File: src/rtl/key_debounce_array.sv
// key_debounce_array: multi-channel key debouncer with tick-sampled
// stability filter, press/release edge pulses and long-press detection.
//
// Ports:
//   clk         system clock, all logic on the rising edge
//   rst         synchronous active-high reset
//   key         raw asynchronous key inputs, one bit per channel
//   key_level   debounced level, 1 = pressed
//   key_press   1-cycle pulse when key_level goes 0->1
//   key_release 1-cycle pulse when key_level goes 1->0
//   key_long    1-cycle pulse once per hold at LONG_TICKS ticks
module key_debounce_array #(
    parameter int CHANNELS     = 4,
    parameter int SAMPLE_DIV   = 50000,
    parameter int STABLE_TICKS = 4,
    parameter int LONG_TICKS   = 100,
    parameter bit ACTIVE_LOW   = 1'b0
) (
    input  logic                clk,
    input  logic                rst,
    input  logic [CHANNELS-1:0] key,
    output logic [CHANNELS-1:0] key_level,
    output logic [CHANNELS-1:0] key_press,
    output logic [CHANNELS-1:0] key_release,
    output logic [CHANNELS-1:0] key_long
);

    localparam int TICK_W = $clog2(SAMPLE_DIV);
    localparam int STAB_W = $clog2(STABLE_TICKS) + 1;
    localparam int HOLD_W = $clog2(LONG_TICKS + 1);

    localparam logic [TICK_W-1:0] TICK_LAST = TICK_W'(SAMPLE_DIV - 1);
    localparam logic [STAB_W-1:0] STAB_LAST = STAB_W'(STABLE_TICKS - 1);
    localparam logic [HOLD_W-1:0] HOLD_MAX  = HOLD_W'(LONG_TICKS);
    localparam logic [HOLD_W-1:0] HOLD_LAST = HOLD_W'(LONG_TICKS - 1);

    logic [TICK_W-1:0]   tick_cnt;
    logic                tick;
    logic [CHANNELS-1:0] sync1;
    logic [CHANNELS-1:0] sync2;
    logic [CHANNELS-1:0] sample;

    // Shared sample-tick generator
    assign tick = (tick_cnt == TICK_LAST);

    always_ff @(posedge clk) begin
        if (rst) begin
            tick_cnt <= '0;
        end else if (tick) begin
            tick_cnt <= '0;
        end else begin
            tick_cnt <= tick_cnt + TICK_W'(1);
        end
    end

    // Two-flop synchroniser on the raw keys
    always_ff @(posedge clk) begin
        if (rst) begin
            sync1 <= '0;
            sync2 <= '0;
        end else begin
            sync1 <= key;
            sync2 <= sync1;
        end
    end

    // Normalise polarity so that 1 always means pressed
    assign sample = sync2 ^ {CHANNELS{ACTIVE_LOW}};

    for (genvar i = 0; i < CHANNELS; i++) begin : g_ch
        logic [STAB_W-1:0] stab_cnt;
        logic [HOLD_W-1:0] hold_cnt;
        logic              level_q;
        logic              press_q;
        logic              release_q;
        logic              long_q;
        logic              flip;

        // Level flips on the tick that completes the run of
        // STABLE_TICKS consecutive samples differing from it
        assign flip = tick
                   && (sample[i] != level_q)
                   && (stab_cnt == STAB_LAST);

        always_ff @(posedge clk) begin
            if (rst) begin
                stab_cnt  <= '0;
                level_q   <= 1'b0;
                press_q   <= 1'b0;
                release_q <= 1'b0;
            end else begin
                // Edge pulses land in the same cycle as the new level
                press_q   <= flip && sample[i];
                release_q <= flip && !sample[i];
                if (tick) begin
                    if ((sample[i] == level_q) || flip) begin
                        stab_cnt <= '0;
                    end else begin
                        stab_cnt <= stab_cnt + STAB_W'(1);
                    end
                end
                if (flip) begin
                    level_q <= sample[i];
                end
            end
        end

        // Hold counter saturates, so key_long fires once per hold
        always_ff @(posedge clk) begin
            if (rst) begin
                hold_cnt <= '0;
                long_q   <= 1'b0;
            end else begin
                long_q <= 1'b0;
                if (!level_q) begin
                    hold_cnt <= '0;
                end else if (tick && (hold_cnt != HOLD_MAX)) begin
                    hold_cnt <= hold_cnt + HOLD_W'(1);
                    long_q   <= (hold_cnt == HOLD_LAST);
                end
            end
        end

        assign key_level[i]   = level_q;
        assign key_press[i]   = press_q;
        assign key_release[i] = release_q;
        assign key_long[i]    = long_q;
    end

endmodule
File: config.mk
export PLATFORM = sky130hd
export DESIGN_NAME = key_debounce_array
export DESIGN_NICKNAME = d
export VERILOG_FILES = /design/src/rtl/key_debounce_array.sv
export SDC_FILE = /design/constraint.sdc
export NUM_CORES = 1
export LEC_CHECK = 0
export CAP_MARGIN = 40
export CORE_ASPECT_RATIO = 0.5
export CORE_MARGIN = 4
export CORE_UTILIZATION = 55
export CTS_CLUSTER_SIZE = 8
export DETAILED_ROUTE_END_ITERATION = 8
export HOLD_SLACK_MARGIN = 0.02
export PLACE_DENSITY = 0.75
export SLEW_MARGIN = 20
export SYNTH_ARGS = -nofsm -noshare
export SYNTH_HDL_FRONTEND = slang
export SYNTH_SLANG_ARGS = --single-unit
File: constraint.sdc
create_clock -name clk -period 2.46 [get_ports clk]
set_input_delay 0.492 -clock clk [delete_from_list [all_inputs] [get_ports clk]]
set_output_delay 0.492 -clock clk [all_outputs]
set_load 0.03 [all_outputs]
==> Word-level counts from Yosys, hierarchy flattened <==
Cells that the tools add are included.
{ "totals": {"ff_bits": 80, "inputBits": 6} }
{ "op_classes": {"n_eq_ne": 21, "muxes": 4, "addsub": 9, "bitwise": 8, "reduce_logical": 37} }
{ "ops": {"columns": ["op", "n"], "rows": [
  ["adder 7 x 1 -> 7 bit, second input constant", 4],
  ["== test 7 bit, second input constant", 4],
  ["!= test 7 bit, second input constant", 4],
  ["logical AND 1 bit", 20],
  ["adder 16 x 1 -> 16 bit, second input constant", 1],
  ["== test 16 bit, second input constant", 1],
  ["adder 3 x 1 -> 3 bit, second input constant", 4],
  ["== test 3 x 2 -> 1 bit, second input constant", 4],
  ["two-way mux 3 bit", 4],
  ["OR reduction 3 bit", 4],
  ["OR reduction 2 bit", 5],
  ["NOT 1 bit", 8],
  ["== test 1 bit", 4],
  ["zero test 1 bit", 4],
  ["logical OR 1 bit", 4],
  ["!= test 1 bit", 4]
]} }

==> Depth between registers and ports, before layout <==
Gate-level depths: netlist of the first run.
{ "logic_depth": {"depth_word": 5, "mapped_depth": 7, "ltp_nobuf": 5} }

==> Worst setup path before layout of the first run <==
Ideal clock, no wire load.
{ "synth_timing": {"kind": "reg2reg", "start": "register tick_cnt[0]", "end": "register g_ch[3].hold_cnt[4]", "required_ns": 2.329, "t_arrival_ns": 1.660, "path_stages_with_launch": 8, "setup_ns": 0.131, "path_buffers": 2, "slack_ns": 0.670, "synth_period_minus_slack_ns": 1.790, "path_cell_list": "dfxtp_1 -> ha_1 -> and3_1 -> nand4_1 -> buf_2 -> buf_2 -> o31ai_1 -> a21oi_1"} }
{ "synth_via": {"elab_chain_len": 2} }
{ "synth_lines": {"columns": ["element", "line_no", "source"], "rows": [
  ["start: declaration", "37", "logic [TICK_W-1:0] tick_cnt;"],
  ["start signal: assignment", "52", "tick_cnt <= tick_cnt + TICK_W'(1);"],
  ["== test 16 bit", "44", "assign tick = (tick_cnt == TICK_LAST);"],
  ["logical AND 1 bit", "117", "end else if (tick && (hold_cnt != HOLD_MAX)) begin"],
  ["end signal: assignment", "118", "hold_cnt <= hold_cnt + HOLD_W'(1);"],
  ["end: declaration", "72", "logic [HOLD_W-1:0] hold_cnt;"]
]} }
Every way passes these cells.
A chain may end at the register's enable or synchronous reset.

==> Worst setup path after layout of the first run <==
{ "layout_timing": {"start": "register tick_cnt[0]", "end": "register g_ch[1].hold_cnt[3]"} }
{ "layout_via": {"elab_chain_len": 2} }
{ "layout_lines": {"columns": ["element", "line_no"], "rows": [
  ["== test 16 bit", "44"],
  ["logical AND 1 bit", "117"],
  ["end signal: assignment", "118"],
  ["end: declaration", "72"]
]} }
Every way passes these cells.

==> results of run 1 <==
metrics by stage:
step	cells	utilization [%]	worst slack [ns]	hold slack, ns
floorplan	424	-	0.670	0.414
global placement	504	61.6	0.511	0.422
detailed placement	504	61.6	0.441	0.425
CTS	520	66.7	0.401	0.433
global route	520	66.7	0.262	0.439
finish	520	66.7	0.382	0.429
Yosys cell counts (3+ instances only):
library cell / count / area [sq um]
and3_1: 9 / 56.3
clkbuf_1: 11 / 41.3
or3_1: 6 / 37.5
xnor2_1: 14 / 123
nor4bb_1: 5 / 50.1
ha_1: 17 / 213
nor2_1: 23 / 86.3
buf_6: 3 / 33.8
a21oi_1: 43 / 215
o31ai_1: 13 / 97.6
xor2_1: 3 / 26.3
buf_4: 16 / 120
and4_1: 5 / 43.8
nand2_1: 24 / 90.1
dfxtp_1: 80 / 1600
buf_1: 3 / 11.3
nor3_1: 4 / 20.0
nand4_1: 9 / 56.3
nand3_1: 35 / 175
inv_1: 22 / 82.6
nor4_1: 11 / 68.8
o21ai_0: 17 / 85.1
nor2b_1: 10 / 62.6
or4_1: 12 / 90.1
nand3b_1: 8 / 60.1
nand2b_1: 5 / 31.3
registers in the layout (all words and copies together) (netlist names):
register / flops
g_ch.press_q: 4
g_ch.stab_cnt: 12
sync1: 4
tick_cnt: 16
g_ch.release_q: 4
sample: 4
g_ch.hold_cnt: 28
g_ch.long_q: 4
g_ch.level_q: 4
critical path: cells and delay by family (launching register included):
| family | cells | cell delay, ns |
|---|---|---|
| AOI/OAI and AO/OA | 1 | 0.16 |
| DFF | 1 | 0.36 |
| and+or+nand+nor | 3 | 0.91 |
| adders and majority gates | 1 | 0.28 |
| buffers and inverters | 1 | 0.27 |
per-layer routing:
layer  track usage [%]  routed length (um)
met1              22.0                3430
met2              33.1                3470
met3              6.05                 356
met4              8.47                 123
met5                 0                   0
cell type report:
cell class / count / area share, %
Timing Repair Buffer: 27 / 6.34
Clock buffer: 10 / 5.66
Clock inverter: 6 / 1.95
Inverter: 22 / 1.95
Tap cell: 88 / 2.61
Multi-Input combinational cell: 287 / 43.6
Sequential cell: 80 / 37.9
kinds of logic after synthesis:
family / count (synthesis) / synth area share [%]
adder cells (fa/ha/maj): 17 / 5.69
XOR/XNOR: 17 / 3.98
flip-flops: 80 / 42.8
buffers and inverters: 57 / 7.99
AND/OR/NAND/NOR: 175 / 27.7
AO/OA/AOI/OAI: 78 / 11.8
power breakdown:
group          internal, mW  leakage, nW  total, mW  switching, mW
Clock                 0.910        0.158       1.42          0.515
Combinational        0.0206        0.550     0.0427         0.0221
Sequential             1.31        0.646       1.31        0.00855
worst min path at each step:
stage / end / startpoint / depth (start not counted)
6_report: sample[2] / sync1[2] / 1
5_1_grt: sample[2] / sync1[2] / 1
4_1_cts: sample[2] / sync1[2] / 1
3_5_place_dp: sample[2] / sync1[2] / 1
3_3_place_gp: sample[3] / sync1[3] / 1
2_1_floorplan: sample[0] / sync1[0] / 1
==> reports/qor.csv, run 1 <==
metric,value,unit
status,"complete, no violations",
initial_core_util,59.1,%
r2r-start,tick_cnt[0],
synth_fp_nets,447,
place_area,3900,sq um
crit_path_end_kind,flip-flop,
drive_above_1_share,6.02,%
num_rows,20,
die_y,66.3,um
hold_viol,0,
async_flop_share,0,%
synth-main-ff-cell,dfxtp_1,
io-pin-count,22,
drv_cap,0,
grt_max_degree,41,
syn_area_per_cell,8.82,sq um
setup_viol,0,
wl_per_cell,14.2,um
cts_made_buffers,9,
drt_iter0_markers,216,
crit_path_max_fanout,40,
root_buffer,clkbuf_16,
worst_slew_pin_slew,0.555,ns
synth_area,3740,sq um
first_pass_iters,5,
p_total,2.78,mW
die_w,125,um
grt_pass1_vias,2882,
routed_wl,7370,um
cts_resized,0,
multi_input_area,1840,sq um
relSlewSlack,63.0,%
r2r_setup_slack,0.38,ns
nets,450,
yosysWarningCount,0,
critPathRequiredTime,2.72,ns
ant_nets,0,
path_cells,"ha_1, and3_1, nand4_1, buf_4, or4_1, a21oi_1",
antenna_found_initial,0,
final_area,4220,sq um
dp_hpwl,4930,um
core_area,6330,sq um
worstRegToRegCells,6,
final_common_cell,dfxtp_1,
min_path_type,reg2reg,
cp-endpoint,g_ch[1].hold_cnt[3],
synth_seq_cells,80,
clkLatencyLatePin,0.34,ns
ir_drop,480,uV
postSynthCellCount,424,
fin_skew,0.00624,ns
h-tree-depth,3,
clkTransAtPathRegs,0.06,ns
final_cell_mix,"dfxtp_1 (80), a21oi_1 (43), nand3_1 (35)",
synth_edf_count,0,
period_needed,2.08,ns
r2r_end,g_ch[1].hold_cnt[3],
slowest_delay,0.55,ns
min_period_over_period,84.5,%
crit_slowest_cell,or4_1,
drc,0,
max_freq,0.481,GHz
num_vias,3020,
cts_tree,built,
io_buffers,21,
diodes,0,
cts.sinks,80,
synthToLayoutAreaGrowth,12.9,%
synth.distinct_cells,39,
arrival,2.34,ns
grt_util_all_layers,19.1,%
cp-startpoint,tick_cnt[0],
grt_pass1_wl,12800,um
fillers,501,
layout.area.seq,1600,sq um
cp-start-kind,flip-flop,
cts_hold_buf,0,
postCtsSetupBuffers,0,
leakage,1.35,nW
grt_overflow,0,
cellPowerDensity,659,nW/um^2
detail_route.vias_per_cell,5.81,
maxSlewViolCount,0,
ys_seq_area_share,42.8,%
dieArea,8270,sq um
rsz0062_at_grt,no,
clock_path_buffers,2,
worstSetupPathType,reg2reg,
globalplace.congestion,0.805,
tns,0,ns
(Power assumes the default switching activity.)
==> run 2, diff against run 1 <==
- clock period: 2.46 -> 2 ns (I/O delays scaled with it)
==> reports/qor.csv, run 2 (same netlist as run 1, synthesis figures left out) <==
metric,value,unit
status,"complete, no violations",
final_common_cell,dfxtp_1,
crit_slowest_cell,clkdlybuf4s50_1,
drv_cap,0,
grt_max_degree,32,
grt_pass1_wl,13700,um
diodes,0,
fin_ws,0.101,ns
final_area,4380,sq um
ir_drop,604,uV
synthToLayoutAreaGrowth,17.2,%
antenna_found_initial,0,
r2r_end,g_ch[3].hold_cnt[3],
worstRegToRegCells,6,
preCtsSetupSlack,0.151,ns
hold_depth,1,
crit_buf_inv,1,
initial_core_util,59.1,%
drt_iter0_markers,246,
clock_path_buffers,2,
crit_path_max_fanout,6,
first_pass_iters,5,
max_freq,0.527,GHz
dieArea,8270,sq um
place_area,4040,sq um
holdCritStartpoint,sync1[3],
tns,0,ns
hold_viol,0,
globalplace.congestion,0.819,
period_needed,1.90,ns
cp-start-kind,flip-flop,
num_vias,3115,
fillers,497,
largest_register_ffs,28,
core_area,6330,sq um
r2r-start,tick_cnt[0],
min_period_over_period,95.0,%
clkTransAtPathRegs,0.06,ns
cellPowerDensity,797,nW/um^2
nets,466,
cts_hold_buf,0,
r2r_setup_slack,0.14,ns
regMostFlops,g_ch.hold_cnt,
cts.sinks,80,
worstSetupPathType,reg2out,
final_cell_mix,"dfxtp_1 (80), a21oi_1 (43), nand3_1 (35)",
h-tree-depth,3,
fin_skew,0.00743,ns
io-pin-count,22,
crit_path_end_kind,primary output,
holdPathEnd,sample[3],
cts_made_buffers,9,
num_rows,20,
drive_above_1_share,9.38,%
maxSlewViolCount,0,
reg.largest.list,"g_ch.hold_cnt x28, tick_cnt x16, g_ch.stab_cnt x12",
cp_top_family,buffers and inverters,
drc,0,
die_w,125,um
grt_overflow,0,
dp_hpwl,5490,um
die_y,66.3,um
layout.area.seq,1600,sq um
detail_route.vias_per_cell,5.81,
ant_nets,0,
arrival,1.50,ns
clkLatencyLatePin,0.34,ns
cts_resized,0,
rsz0062_at_grt,no,
path_cells,clkdlybuf4s50_1,
critPathRequiredTime,1.60,ns
setup_viol,0,
slowest_delay,0.72,ns
root_buffer,clkbuf_16,
multi_input_area,1850,sq um
cts_tree,built,
grt_util_all_layers,20.8,%
wl_per_cell,14.9,um
hold-worst-slack,0.435,ns
min_path_type,reg2reg,
postCtsSetupBuffers,0,
leakage,1.45,nW
routed_wl,7990,um
worst_slew_pin_slew,0.475,ns
io_buffers,21,
grt_pass1_vias,3005,
relSlewSlack,67.9,%
run 2: worst max path at each step:
stage	from	end	slack, ns	cells after the start
2_1_floorplan	tick_cnt[0]	g_ch[3].hold_cnt[4]	0.21	7
3_3_place_gp	tick_cnt[0]	g_ch[1].hold_cnt[3]	0.21	6
3_5_place_dp	tick_cnt[0]	g_ch[2].hold_cnt[5]	0.15	6
4_1_cts	g_ch[3].level_q	key_level[3]	0.09	1
5_1_grt	tick_cnt[0]	g_ch[2].hold_cnt[3]	0.008	6
6_report	g_ch[3].level_q	key_level[3]	0.10	1
run 2: layout make-up:
type                    count  area share [%]
flip-flops and latches     80            36.5
inverters                  22            1.88
clock buffers              14            6.25
repair buffers             43            9.22
multi-input cells         287            42.2
well taps                  88            2.51
clock inverters             2            1.37
run 2: where the power goes:
part | total (mW) | internal [mW] | switching, mW
Sequential | 1.62 | 1.61 | 0.00886
Clock | 1.82 | 1.20 | 0.625
Combinational | 0.0588 | 0.0290 | 0.0297
Total | 3.50 | 2.83 | 0.664
run 2: routing by layer:
layer / routed length [um] / track usage [%] / share of wire, %
met1: 3470 / 22.6 / 43
met3: 433 / 7.42 / 5.4
met2: 3940 / 37.4 / 49
met4: 150 / 9.02 / 1.9
met5: 0 / 0 / 0
run 2: through the flow:
stage | utilization, % | total power, mW | instances
finish | 69.2 | 3.50 | 536
global route | 69.2 | 3.61 | 536
CTS | 69.0 | 3.51 | 536
detailed placement | 63.7 | 1.71 | 520
global placement | 63.7 | 1.71 | 520
floorplan | - | 1.68 | 424
